[src/rtl/irq_pkg.sv]
// Shared types and constants for the interrupt controller: FSM states,
// register map and STATUS bit positions.
package irq_pkg;

  typedef enum logic [1:0] {
    ST_IDLE   = 2'd0,
    ST_TAKE   = 2'd1,
    ST_ACTIVE = 2'd2,
    ST_RETURN = 2'd3
  } irq_state_e;

  localparam logic [1:0] ADDR_ENABLE  = 2'd0;
  localparam logic [1:0] ADDR_PENDING = 2'd1;
  localparam logic [1:0] ADDR_EPC     = 2'd2;
  localparam logic [1:0] ADDR_STATUS  = 2'd3;

  localparam int STATUS_GIE  = 0;
  localparam int STATUS_PGIE = 1;

endpackage

[src/rtl/irq_prio_enc.sv]
// Lowest-index-wins priority encoder over the enabled pending sources.
module irq_prio_enc #(
  parameter int NUM_SRC = 4,
  parameter int ID_W    = $clog2(NUM_SRC)
) (
  input  logic [NUM_SRC-1:0] req,
  output logic [ID_W-1:0]    id,
  output logic               valid
);

  // NOTE: every output of a combinational block gets a default first,
  // so no path through the block can leave it unassigned and infer a latch.
  always_comb begin
    id    = '0;
    valid = |req;
    // Scan downwards so the lowest set index is the last one written.
    for (int i = NUM_SRC - 1; i >= 0; i--) begin
      if (req[i]) id = ID_W'(i);
    end
  end

endmodule

[src/rtl/irq_ctrl.sv]
// Single-level interrupt controller with edge-detected sources and a
// take/return FSM. Define IRQ_CTRL_VECTORED_EN for per-source vectors.
module irq_ctrl
  import irq_pkg::*;
#(
  parameter int          NUM_SRC  = 4,
  parameter logic [31:0] VEC_BASE = 32'h0000_0100
) (
  input  logic                       clk,
  input  logic                       reset,
  input  logic [NUM_SRC-1:0]         irq_src,
  input  logic                       reg_we,
  input  logic [1:0]                 reg_addr,
  input  logic [31:0]                reg_wdata,
  output logic [31:0]                reg_rdata,
  input  logic [31:0]                pc_in,
  input  logic                       mret,
  output logic                       redirect,
  output logic [31:0]                redirect_pc,
  output logic                       irq_active,
  output logic [$clog2(NUM_SRC)-1:0] irq_id
);

  localparam int ID_W = $clog2(NUM_SRC);

  irq_state_e           state;
  logic [NUM_SRC-1:0]   prev_src;
  logic [NUM_SRC-1:0]   pending;
  logic [NUM_SRC-1:0]   enable;
  logic [31:0]          epc;
  logic                 gie;
  logic                 pgie;

  logic [NUM_SRC-1:0]   pend_set;
  logic [NUM_SRC-1:0]   pend_clr;
  logic [NUM_SRC-1:0]   take_clr;
  logic [ID_W-1:0]      enc_id;
  logic                 enc_valid;
  logic                 take_req;
  logic [31:0]          take_pc;
  logic                 unused_wdata;

  irq_prio_enc #(.NUM_SRC(NUM_SRC), .ID_W(ID_W)) u_prio_enc (
    .req   (pending & enable),
    .id    (enc_id),
    .valid (enc_valid)
  );

  assign pend_set = irq_src & ~prev_src;
  assign pend_clr = (reg_we && reg_addr == ADDR_PENDING) ? reg_wdata[NUM_SRC-1:0] : '0;
  assign take_req = (state == ST_IDLE) && gie && enc_valid;
  assign take_clr = take_req ? (NUM_SRC'(1) << enc_id) : '0;
  assign unused_wdata = ^reg_wdata;

`ifdef IRQ_CTRL_VECTORED_EN
  assign take_pc = VEC_BASE + (32'(enc_id) << 2);
`else
  assign take_pc = VEC_BASE;
`endif

  always_comb begin
    reg_rdata = '0;
    case (reg_addr)
      ADDR_ENABLE:  reg_rdata = 32'(enable);
      ADDR_PENDING: reg_rdata = 32'(pending);
      ADDR_EPC:     reg_rdata = epc;
      ADDR_STATUS:  begin
        reg_rdata[STATUS_GIE]  = gie;
        reg_rdata[STATUS_PGIE] = pgie;
      end
      default:      reg_rdata = '0;
    endcase
  end

  // NOTE: state is updated with non-blocking assignments so every register
  // samples pre-edge values regardless of statement order in the block.
  always_ff @(posedge clk) begin
    if (reset) begin
      state       <= ST_IDLE;
      prev_src    <= '0;
      pending     <= '0;
      enable      <= '0;
      epc         <= '0;
      gie         <= 1'b0;
      pgie        <= 1'b0;
      irq_id      <= '0;
      redirect    <= 1'b0;
      redirect_pc <= '0;
      irq_active  <= 1'b0;
    end else begin
      prev_src    <= irq_src;
      // A new edge wins over a software clear on the same cycle.
      pending     <= (pending & ~pend_clr & ~take_clr) | pend_set;
      redirect    <= 1'b0;
      redirect_pc <= '0;
      if (reg_we && reg_addr == ADDR_ENABLE) enable <= reg_wdata[NUM_SRC-1:0];
      if (reg_we && reg_addr == ADDR_STATUS) gie <= reg_wdata[STATUS_GIE];

      // FSM updates to GIE come later so they override a software write.
      case (state)
        ST_IDLE: begin
          if (take_req) begin
            state       <= ST_TAKE;
            irq_id      <= enc_id;
            epc         <= pc_in;
            pgie        <= gie;
            gie         <= 1'b0;
            redirect    <= 1'b1;
            redirect_pc <= take_pc;
            irq_active  <= 1'b1;
          end
        end
        ST_TAKE: state <= ST_ACTIVE;
        ST_ACTIVE: begin
          if (mret) begin
            state       <= ST_RETURN;
            gie         <= pgie;
            redirect    <= 1'b1;
            redirect_pc <= epc;
            irq_active  <= 1'b0;
          end
        end
        ST_RETURN: state <= ST_IDLE;
        default:   state <= ST_IDLE;
      endcase
    end
  end

endmodule

[config.mk]
export PLATFORM = sky130hd
export DESIGN_NAME = irq_ctrl
export DESIGN_NICKNAME = d
export VERILOG_FILES = /design/src/rtl/irq_pkg.sv /design/src/rtl/irq_prio_enc.sv /design/src/rtl/irq_ctrl.sv
export SDC_FILE = /design/constraint.sdc
export NUM_CORES = 1
export LEC_CHECK = 0
export BUFFER_PORTS_ARGS = -buffer_cell sky130_fd_sc_hd__buf_2
export CORE_MARGIN = 2
export CORE_UTILIZATION = 43
export DETAILED_ROUTE_END_ITERATION = 10
export GPL_TIMING_DRIVEN = 1
export PLACE_DENSITY_LB_ADDON = 0.1
export SYNTH_ARGS = -nofsm -noshare
export SYNTH_HDL_FRONTEND = slang
export SYNTH_SLANG_ARGS = --single-unit
export TNS_END_PERCENT = 30
[constraint.sdc]
create_clock -name clk -period 2.1 [get_ports clk]
set_clock_uncertainty 0.2 [all_clocks]
set_input_delay 0.42 -clock clk [delete_from_list [all_inputs] [get_ports clk]]
set_output_delay 0.42 -clock clk [all_outputs]
set_load 0.01 [all_outputs]
==> impl_metrics.csv, run 1 <==
group,metric,value,unit
floorplanning,coreArea,7180,sq um
cts,h-tree-depth,3,
yosys,syn_area_per_cell,9.18,sq um
yosys,synth_fp_nets,421,
global_route,grt_pass1_wl,11.1,mm
min_path,hp-class,"input pin to flip-flop",
yosys,synth_warnings,0,
sta,totalNegativeSetupSlack,0,ns
cts,clkLatencyLatePin,0.35,ns
floorplanning,initial_standard_cell_utilization_of_the_core,44.0,%
worst_setup_path,critPathLaunchType,"flip-flop",
yosys,synth_top_cells_by_area,"sky130_fd_sc_hd__dfxtp_1 (53%), sky130_fd_sc_hd__and2_1 (12%), sky130_fd_sc_hd__nand2_1 (8.8%)",
route,postRouteAntennaNets,0,
yosys,yosys.cell_types.count,36,
worst_setup_path,required,1.48,ns
power_and_ir_drop,sequentialPowerShare,53.3,%
yosys,synth-seq-area-share,53.3,%
cts,tritoncts,"built",
outcome,status,"completed",
global_route,grt_antenna_before_repair,0,
yosys,synth_enable_flop_cells,0,
yosys,synth_top_cell_by_area,"sky130_fd_sc_hd__dfxtp_1",
cts,cts_root_buf,"sky130_fd_sc_hd__clkbuf_8",
yosys,syn_area,3160,sq um
worst_setup_path,regToRegSetupSlack,0.28,ns
worst_setup_path,arrival_time_worst_endpoint,1.37,ns
worst_setup_path,reg2regPathDepth,6,
route,finalWirelength,7.22,mm
sta,rsz0062_at_grt,"no",
worst_setup_path,setup.worst_path.end_class,"output port",
sta,min_period_over_period,95.0,%
sta,slew_headroom,69.8,%
worst_setup_path,path_class,"flip-flop to output port",
route,route.detailed.drc,0,
power_and_ir_drop,p_per_cell_area,759,nW/um^2
cells_and_area,drive_above_1_share,32.8,%
power_and_ir_drop,cellInternalPower,2310,uW
yosys,synth_async_sr_flop_share,0,%
place,dpl.hpwl,5.19,mm
route,route.detailed.vias_per_inst,4.70,
yosys,synth.most_common_cell,"sky130_fd_sc_hd__dfxtp_1",
route,drt_pass1_iterations,4,
yosys,synth_flop_cell,"sky130_fd_sc_hd__dfxtp_1",
route,detail_route.iter0.violations,84,
route,route.vias.total,2660,
sta,final-max-slew-violation-count,0,
global_route,track_usage,18.2,%
place,i_o_buffers,113,
run,drv.max_cap_violation_count,0,
yosys,yosys-top-cells-count,"sky130_fd_sc_hd__dfxtp_1 (84), sky130_fd_sc_hd__nand2_1 (74), sky130_fd_sc_hd__and2_1 (59)",
global_route,globalRouteOverflowTotal,0,
cts,cts_hold_repair.buffers,0,
min_path,worst_hold_path.num_cells,3,
power_and_ir_drop,switching_share,25.1,%
cells_and_area,final_nets,539,
sta,worst_slew_pin_slew,0.450,ns
sta,final_period_minus_worst_setup_slack,1.99,ns
global_route,grtUsageMet1,24.1,%
yosys,proportion_of_netlist_area_held_by_the_largest_area_contributor,53.3,%
cells_and_area,insertedDiodeCount,0,
global_route,first_global_vias,2376,
floorplanning,chip_height,89.7,microns
route,detail_route.wl_per_cell,12.8,microns
cts,post_cts.resized_instances,0,
yosys,ys_ff_latch,84,
cts,post_cts.repair.setup_buffers,0,
sta,timing_hold_violations_final,0,
power_and_ir_drop,p_comb_share,9.3,%
cts,cts_buffer_count,9,
power_and_ir_drop,sum_of_internal_switching_and_leakage_power,3080,uW
power_and_ir_drop,netSwitchingPower,773,uW
floorplanning,dieWidth,89.7,microns
place,numPlacedInstances,550,
worst_setup_path,largest_fanout_of_any_net_on_the_critical_path,6,
power_and_ir_drop,p_leak,0.00184,uW
global_route,global_route.usage.met2,28.7,%
power_and_ir_drop,clock_power_share,37.5,%
cts,cts.clk_slew.worst_paths,0.09,ns
global_route,grt.busiest_layer,"met2",
floorplanning,floorplan.die_area,8040,sq um
global_route,met3_usage,3.84,%
cts,cts.sinks,84,
sta,setup_violations,0,
floorplanning,io-pin-count,142,
place,gp_routability_congestion,0.781,
yosys,synthCells,344,
power_and_ir_drop,ir_drop,323,uV
cells_and_area,area_growth,28.6,%
cts,clock_path_buffers,2,
floorplanning,num_rows,31,
cells_and_area,final_cells,566,
global_route,maximum_number_of_pins_on_one_net_before_global_route_repair,29,
sta,timing.fmax,502,MHz
==> power by group through the flow <==
| stage | clock network (uW) | logic, uW | registers (uW) |
|---|---|---|---|
| 2_1_floorplan | 0 | 173 | 1670 |
| 3_3_place_gp | 0 | 280 | 1680 |
| 4_1_cts | 1180 | 288 | 1640 |
| 3_5_place_dp | 0 | 287 | 1680 |
| 5_1_grt | 1260 | 321 | 1650 |
| 6_report | 1150 | 285 | 1640 |
==> registers in the layout, indices dropped and copies added (netlist names) <==
name and count:
epc 32, redirect_pc 32, enable 4, pending 4, prev_src 4, irq_id 2
state 2, gie 1, irq_active 1, pgie 1, redirect 1
==> placed cells by master, fill, tap and decap left out, drive strengths merged, types with 7 or more instances in the layout <==
master | synthesis | routed
a21oi | 40 | 40
and2 | 59 | 59
buf | 10 | 127
clkbuf | 10 | 9
dfxtp | 84 | 84
inv | 10 | 12
mux2i | 7 | 7
nand2 | 74 | 74
nor2 | 9 | 9
nor2b | 8 | 8
==> logic make-up (layout without fill, tap and decap cells) <==
| logic type | Yosys count | count (layout) | synth area share (%) |
|---|---|---|---|
| buf+inv | 30 | 153 | 4.52 |
| fa+ha+maj | 3 | 3 | 1.19 |
| flops | 84 | 84 | 53.3 |
| mux | 10 | 10 | 4.00 |
| compound gates | 59 | 59 | 12.1 |
| simple gates | 158 | 158 | 24.9 |
==> stage by stage <==
step / utilization (%) / hold WS, ns / instance area (sq um) / setup WS, ns
3_5_place_dp: 53.8 / 0.248 / 3860 / 0.188
5_1_grt: 56.6 / 0.0946 / 4060 / 0.0435
3_3_place_gp: 53.8 / 0.238 / 3860 / 0.198
4_1_cts: 56.6 / 0.0873 / 4060 / 0.100
6_report: 56.6 / 0.104 / 4060 / 0.106
2_1_floorplan: - / 0.236 / 3160 / 0.119
==> layout make-up <==
cell class	count	area (sq um)
Fill cell	683	3120
Sequential cell	84	1680
Multi-Input combinational cell	230	1340
Timing Repair Buffer	127	683
Clock buffer	9	124
Tap cell	99	124
Clock inverter	7	75.1
Inverter	10	37.5
==> worst paths after layout <==
check / start / to
worst min register to register: irq_id[0] / irq_id[0]
worst min-delay path: pc_in[16] / epc[16]
worst max register to register: state[0] / state[0]
worst max-delay path: enable[0] / reg_rdata[0]
==> critical path, stage by stage (launching register included) <==
cell                      delay, ns
sky130_fd_sc_hd__dfxtp_1       0.38
sky130_fd_sc_hd__mux4_2        0.49
sky130_fd_sc_hd__buf_2         0.16
==> routing by layer <==
metal / part of all wire, % / routed length, microns / vias to the layer above
li1: - / - / 1352
met1: 46 / 3330 / 1223
met2: 47 / 3400 / 72
met5: 0 / 0 / -
met4: 1.8 / 132 / 0
met3: 4.9 / 355 / 13
Note: power is estimated with default switching activity, not from simulation.
==> run 2: changes to the inputs <==
- BUFFER_PORTS_ARGS: -buffer_cell sky130_fd_sc_hd__buf_2 -> -buffer_cell sky130_fd_sc_hd__clkbuf_2
==> run 2 against run 1 <==
Net effect: core utilization grew 0.45 points; critical path depth is the same; worst hold slack lost 0.023 ns; critical path type unchanged; critical endpoint unchanged; largest power group unchanged.
==> impl_metrics.csv, run 2 (synthesis results as in run 1) <==
group,metric,value,unit
outcome,status,"completed",
global_route,maximum_number_of_pins_on_one_net_before_global_route_repair,29,
power_and_ir_drop,p_leak,0.00180,uW
floorplanning,initial_standard_cell_utilization_of_the_core,44.0,%
worst_setup_path,worst_r2r_startpoint,"state[1]",
worst_setup_path,startpoint,"enable[0]",
cells_and_area,insertedDiodeCount,0,
cells_and_area,leading_cell_types_in_the_layout_fill_and_taps_excluded,"sky130_fd_sc_hd__clkbuf_2 (113), sky130_fd_sc_hd__dfxtp_1 (84), sky130_fd_sc_hd__nand2_1 (74), sky130_fd_sc_hd__and2_1 (59), sky130_fd_sc_hd__a21oi_1 (38)",
global_route,track_usage,17.8,%
floorplanning,dieWidth,89.7,microns
route,route.vias.total,2588,
worst_setup_path,path_class,"flip-flop to output port",
cells_and_area,drive_above_1_share,32.8,%
cts,tritoncts,"built",
worst_setup_path,slowest_stage,"sky130_fd_sc_hd__mux4_2",
global_route,grtUsageMet1,22.8,%
run,drv.max_cap_violation_count,0,
sta,totalNegativeSetupSlack,0,ns
sta,timing.fmax,507,MHz
cts,cts.sinks,84,
route,route.detailed.drc,0,
cts,clock_path_buffers,2,
cts,cts_buffer_count,9,
sta,final-max-slew-violation-count,0,
worst_setup_path,setup.worst_path.end_class,"output port",
floorplanning,coreArea,7180,sq um
place,dpl.hpwl,5.00,mm
route,postRouteAntennaNets,0,
cells_and_area,postLayoutCoreUtil,57.0,%
cts,cts_hold_repair.buffers,0,
sta,worst_slew_pin_slew,0.498,ns
place,i_o_buffers,113,
floorplanning,num_rows,31,
worst_setup_path,arrival_time_worst_endpoint,1.35,ns
route,detail_route.wl_per_cell,12.3,microns
cells_and_area,area_growth,29.6,%
cells_and_area,final_nets,539,
floorplanning,floorplan.die_area,8040,sq um
power_and_ir_drop,sum_of_internal_switching_and_leakage_power,3220,uW
worst_setup_path,worst_path_dominant_cell_family,"multiplexers",
min_path,hp-class,"input pin to flip-flop",
power_and_ir_drop,ir_drop,312,uV
worst_setup_path,largest_fanout_of_any_net_on_the_critical_path,6,
cells_and_area,layout_commonest_cell,"sky130_fd_sc_hd__clkbuf_2",
cells_and_area,largestRegisters,"epc x32, redirect_pc x32",
cts,post_cts.resized_instances,0,
place,placed_area,3860,sq um
global_route,global_route.usage.met2,28.7,%
cts,post_cts.repair.setup_buffers,0,
global_route,grt_pass1_wl,10.9,mm
global_route,grt_antenna_before_repair,0,
cts,clkLatencyLatePin,0.34,ns
worst_setup_path,crit_chain,"mux4_2, clkbuf_2",
cts,cts_root_buf,"sky130_fd_sc_hd__clkbuf_8",
global_route,grt.busiest_layer,"met2",
min_path,holdCritStartpoint,"pc_in[30]",
worst_setup_path,critical_path_buf_inv_count,1,
sta,min_period_over_period,94.0,%
cells_and_area,final_design_area_no_fill,4090,sq um
global_route,first_global_vias,2322,
sta,rsz0062_at_grt,"no",
route,finalWirelength,6.99,mm
sta,final_period_minus_worst_setup_slack,1.97,ns
worst_setup_path,critPathLaunchType,"flip-flop",
cts,cts.clk_slew.worst_paths,0.09,ns
sta,setup_violations,0,
route,detail_route.iter0.violations,80,
worst_setup_path,max_stage_delay,0.49,ns
floorplanning,io-pin-count,142,
place,gp_routability_congestion,0.781,
power_and_ir_drop,p_per_cell_area,788,nW/um^2
sta,fin_worst_hold_slack,0.0813,ns
worst_setup_path,required,1.48,ns
floorplanning,chip_height,89.7,microns
global_route,globalRouteOverflowTotal,0,
cts,h-tree-depth,3,
cells_and_area,fillCellCount,675,
route,drt_pass1_iterations,4,
route,route.detailed.vias_per_inst,4.57,
global_route,met3_usage,3.66,%
sta,timing_hold_violations_final,0,
sta,slew_headroom,66.7,%
==> run 2: layer usage <==
metal,vias up,wire (microns)
met1,1161,3140
li1,1352,-
met2,64,3340
met4,0,140
met5,-,0
met3,11,367
==> run 2: layout make-up <==
| cell class | instances | area, sq um | area share (%) |
|---|---|---|---|
| inverters | 10 | 37.5 | 0.917 |
| well taps | 99 | 124 | 3.03 |
| clock buffers | 10 | 138 | 3.36 |
| repair buffers | 127 | 683 | 16.7 |
| clock inverters | 6 | 93.8 | 2.29 |
| multi-input cells | 230 | 1340 | 32.6 |
| flip-flops and latches | 84 | 1680 | 41.1 |
==> run 2: worst paths after layout <==
| kind | end | slack (ns) | cells past startpoint |
|---|---|---|---|
| worst max-delay path | reg_rdata[0] | 0.13 | 2 |
| worst min-delay path | epc[30] | 0.08 | 3 |
| worst max register to register | epc[15] | 0.30 | 7 |
| worst min register to register | epc[19] | 0.26 | 2 |
==> run 2: worst reg2reg max path, cell delays in order, from the launching register on <==
cell	delay, ns
sky130_fd_sc_hd__dfxtp_1	0.36
sky130_fd_sc_hd__inv_1	0.07
sky130_fd_sc_hd__ha_1	0.19
sky130_fd_sc_hd__nand2_1	0.17
sky130_fd_sc_hd__a21o_1	0.19
sky130_fd_sc_hd__buf_4	0.31
sky130_fd_sc_hd__nand2_1	0.10
sky130_fd_sc_hd__a21oi_1	0.15
==> run 2: through the flow <==
stage	instances	setup slack [ns]
final	566	0.126
after global routing	566	0.0749
after CTS	566	0.116
after detailed placement	550	0.205
after global placement	550	0.198
after floorplan	344	0.119
==> run 2: report_power, final <==
| group | total (uW) | switching (uW) | internal [uW] |
|---|---|---|---|
| registers | 1640 | 21.0 | 1620 |
| clock network | 1300 | 586 | 715 |
| logic | 280 | 152 | 128 |
| total | 3220 | 760 | 2460 |
==> run 3: changes to the inputs <==
- SETUP_SLACK_MARGIN: not set -> 0.2
- TNS_END_PERCENT: 30 -> not set
==> run 3 against run 2 <==
Net effect: final area up 0.95%; wire length up 3.0%; worst hold slack better by 0.0015 ns; flip-flop and latch count unchanged; global-route usage up 0.70 points; clock power about the same; die area unchanged; highest routed layer unchanged.
==> impl_metrics.csv, run 3 (synthesis results as in run 1) <==
group,metric,value,unit
run,drv.max_cap_violation_count,0,
floorplanning,dieWidth,89.7,microns
floorplanning,io-pin-count,142,
worst_setup_path,max_stage_delay,0.45,ns
sta,timing_hold_violations_final,0,
route,drt_pass1_iterations,4,
power_and_ir_drop,clock_power_share,40.0,%
cells_and_area,insertedDiodeCount,0,
min_path,worst_hold_path.num_cells,3,
place,dpl.hpwl,5.10,mm
cts,cts.clk_slew.worst_paths,0.09,ns
power_and_ir_drop,p_per_cell_area,774,nW/um^2
cts,h-tree-depth,3,
worst_setup_path,arrival_time_worst_endpoint,1.30,ns
sta,totalNegativeSetupSlack,0,ns
worst_setup_path,largest_fanout_of_any_net_on_the_critical_path,2,
floorplanning,chip_height,89.7,microns
sta,final_period_minus_worst_setup_slack,1.92,ns
worst_setup_path,critPathLaunchType,"flip-flop",
cts,cts_hold_repair.buffers,0,
power_and_ir_drop,ir_drop,381,uV
cells_and_area,layout_commonest_cell,"sky130_fd_sc_hd__clkbuf_2",
cells_and_area,area_growth,30.9,%
route,detail_route.iter0.violations,72,
global_route,globalRouteOverflowTotal,0,
cts,clock_path_buffers,2,
power_and_ir_drop,cellInternalPower,2450,uW
cells_and_area,fillCellCount,677,
power_and_ir_drop,netSwitchingPower,746,uW
worst_setup_path,setup.worst_path.end_class,"output port",
route,finalWirelength,7.20,mm
floorplanning,coreArea,7180,sq um
sta,min_period_over_period,91.5,%
route,route.vias.total,2668,
worst_setup_path,regToRegSetupSlack,0.31,ns
place,i_o_buffers,113,
outcome,status,"completed",
worst_setup_path,path_class,"flip-flop to output port",
min_path,holdCritStartpoint,"pc_in[5]",
cells_and_area,leading_cell_types_in_the_layout_fill_and_taps_excluded,"sky130_fd_sc_hd__clkbuf_2 (112), sky130_fd_sc_hd__dfxtp_1 (77), sky130_fd_sc_hd__nand2_1 (74), sky130_fd_sc_hd__and2_1 (59), sky130_fd_sc_hd__a21oi_1 (38)",
global_route,grt_antenna_before_repair,0,
floorplanning,initial_standard_cell_utilization_of_the_core,44.0,%
route,route.detailed.vias_per_inst,4.71,
worst_setup_path,rr_endpoint,"epc[26]",
global_route,grt_pass1_wl,11.3,mm
sta,worst_slew_pin_slew,0.498,ns
cells_and_area,drive_above_1_share,34.5,%
route,postRouteAntennaNets,0,
power_and_ir_drop,switching_share,23.3,%
floorplanning,floorplan.die_area,8040,sq um
min_path,hp-class,"input pin to flip-flop",
power_and_ir_drop,sequentialPowerShare,51.1,%
global_route,first_global_vias,2483,
route,detail_route.wl_per_cell,12.7,microns
global_route,maximum_number_of_pins_on_one_net_before_global_route_repair,29,
power_and_ir_drop,sum_of_internal_switching_and_leakage_power,3200,uW
min_path,min_delay_worst_endpoint,"epc[5]",
power_and_ir_drop,p_leak,0.00181,uW
route,route.detailed.drc,0,
worst_setup_path,required,1.48,ns
sta,final-max-slew-violation-count,0,
worst_setup_path,slowest_stage,"sky130_fd_sc_hd__mux4_2",
cts,cts.sinks,84,
place,gp_routability_congestion,0.769,
worst_setup_path,reg2regPathDepth,6,
cells_and_area,largestRegisters,"epc x32, redirect_pc x32",
power_and_ir_drop,p_comb_share,8.8,%
cts,cts_buffer_count,9,
sta,setup_violations,0,
cts,clkLatencyLatePin,0.35,ns
global_route,track_usage,18.5,%
sta,slew_headroom,66.6,%
sta,rsz0062_at_grt,"yes",
worst_setup_path,crit_chain,"mux4_2, clkbuf_2",
worst_setup_path,worst_r2r_startpoint,"pending[0]",
floorplanning,num_rows,31,
cts,tritoncts,"built",
cts,cts_root_buf,"sky130_fd_sc_hd__clkbuf_8",
sta,timing.fmax,520,MHz
cells_and_area,final_nets,539,
## run 3: critical path, delay by kind of cell (launching register included)
family                 cells  cell delay [ns]
buffers and inverters      1             0.14
flip-flops                 1             0.36
multiplexers               1             0.45
## run 3: power by group through the flow
stage	sequential (uW)	combinational (uW)	clock, uW
global route	1640	318	1370
detailed placement	1680	264	0
CTS	1640	273	1320
floorplan	1670	173	0
finish	1640	283	1280
global placement	1680	261	0
## run 3: final cells by class
class / count / area, sq um / area share [%]
clock inverter: 5 / 82.6 / 2.00
clock buffer: 11 / 141 / 3.42
tap: 99 / 124 / 3.00
multi-input combinational: 230 / 1350 / 32.6
sequential: 84 / 1700 / 41.2
inverter: 10 / 37.5 / 0.909
timing repair buffer: 127 / 701 / 17.0
## run 3: layer usage
metal / GRT usage, % / part of all wire (%) / vias up
li1: - / - / 1357
met1: 22.7 / 43 / 1220
met2: 30.8 / 49 / 78
met3: 3.93 / 5.3 / 13
met4: 9.09 / 2.1 / 0
met5: 0 / 0 / -
## run 3: stage by stage
step / instances / hold slack, ns / cell area [sq um] / utilization (%) / setup WS, ns
2_1_floorplan: 344 / 0.236 / 3160 / - / 0.241
3_3_place_gp: 546 / 0.238 / 3830 / 53.4 / 0.245
3_5_place_dp: 546 / 0.254 / 3830 / 53.4 / 0.198
4_1_cts: 565 / 0.0692 / 4100 / 57.1 / 0.157
5_1_grt: 566 / 0.0763 / 4130 / 57.6 / 0.144
6_report: 566 / 0.0828 / 4130 / 57.6 / 0.178
## run 3: worst max-delay path by stage
stage,start,to,slack [ns],cells past startpoint
2_1_floorplan,reg_addr[1],reg_rdata[10],0.24,5
3_3_place_gp,reg_addr[1],reg_rdata[23],0.25,5
6_report,enable[1],reg_rdata[1],0.18,2
3_5_place_dp,state[0],epc[16],0.20,7
5_1_grt,enable[1],reg_rdata[1],0.14,2
4_1_cts,enable[1],reg_rdata[1],0.16,2
## run 3: what timing repair did
item / in CTS / in global routing
endpoints found under the setup margin: 4 / 50
pin swaps: 0 / 0
setup buffers: 3 / 1
gates resized for setup: 10 / 8
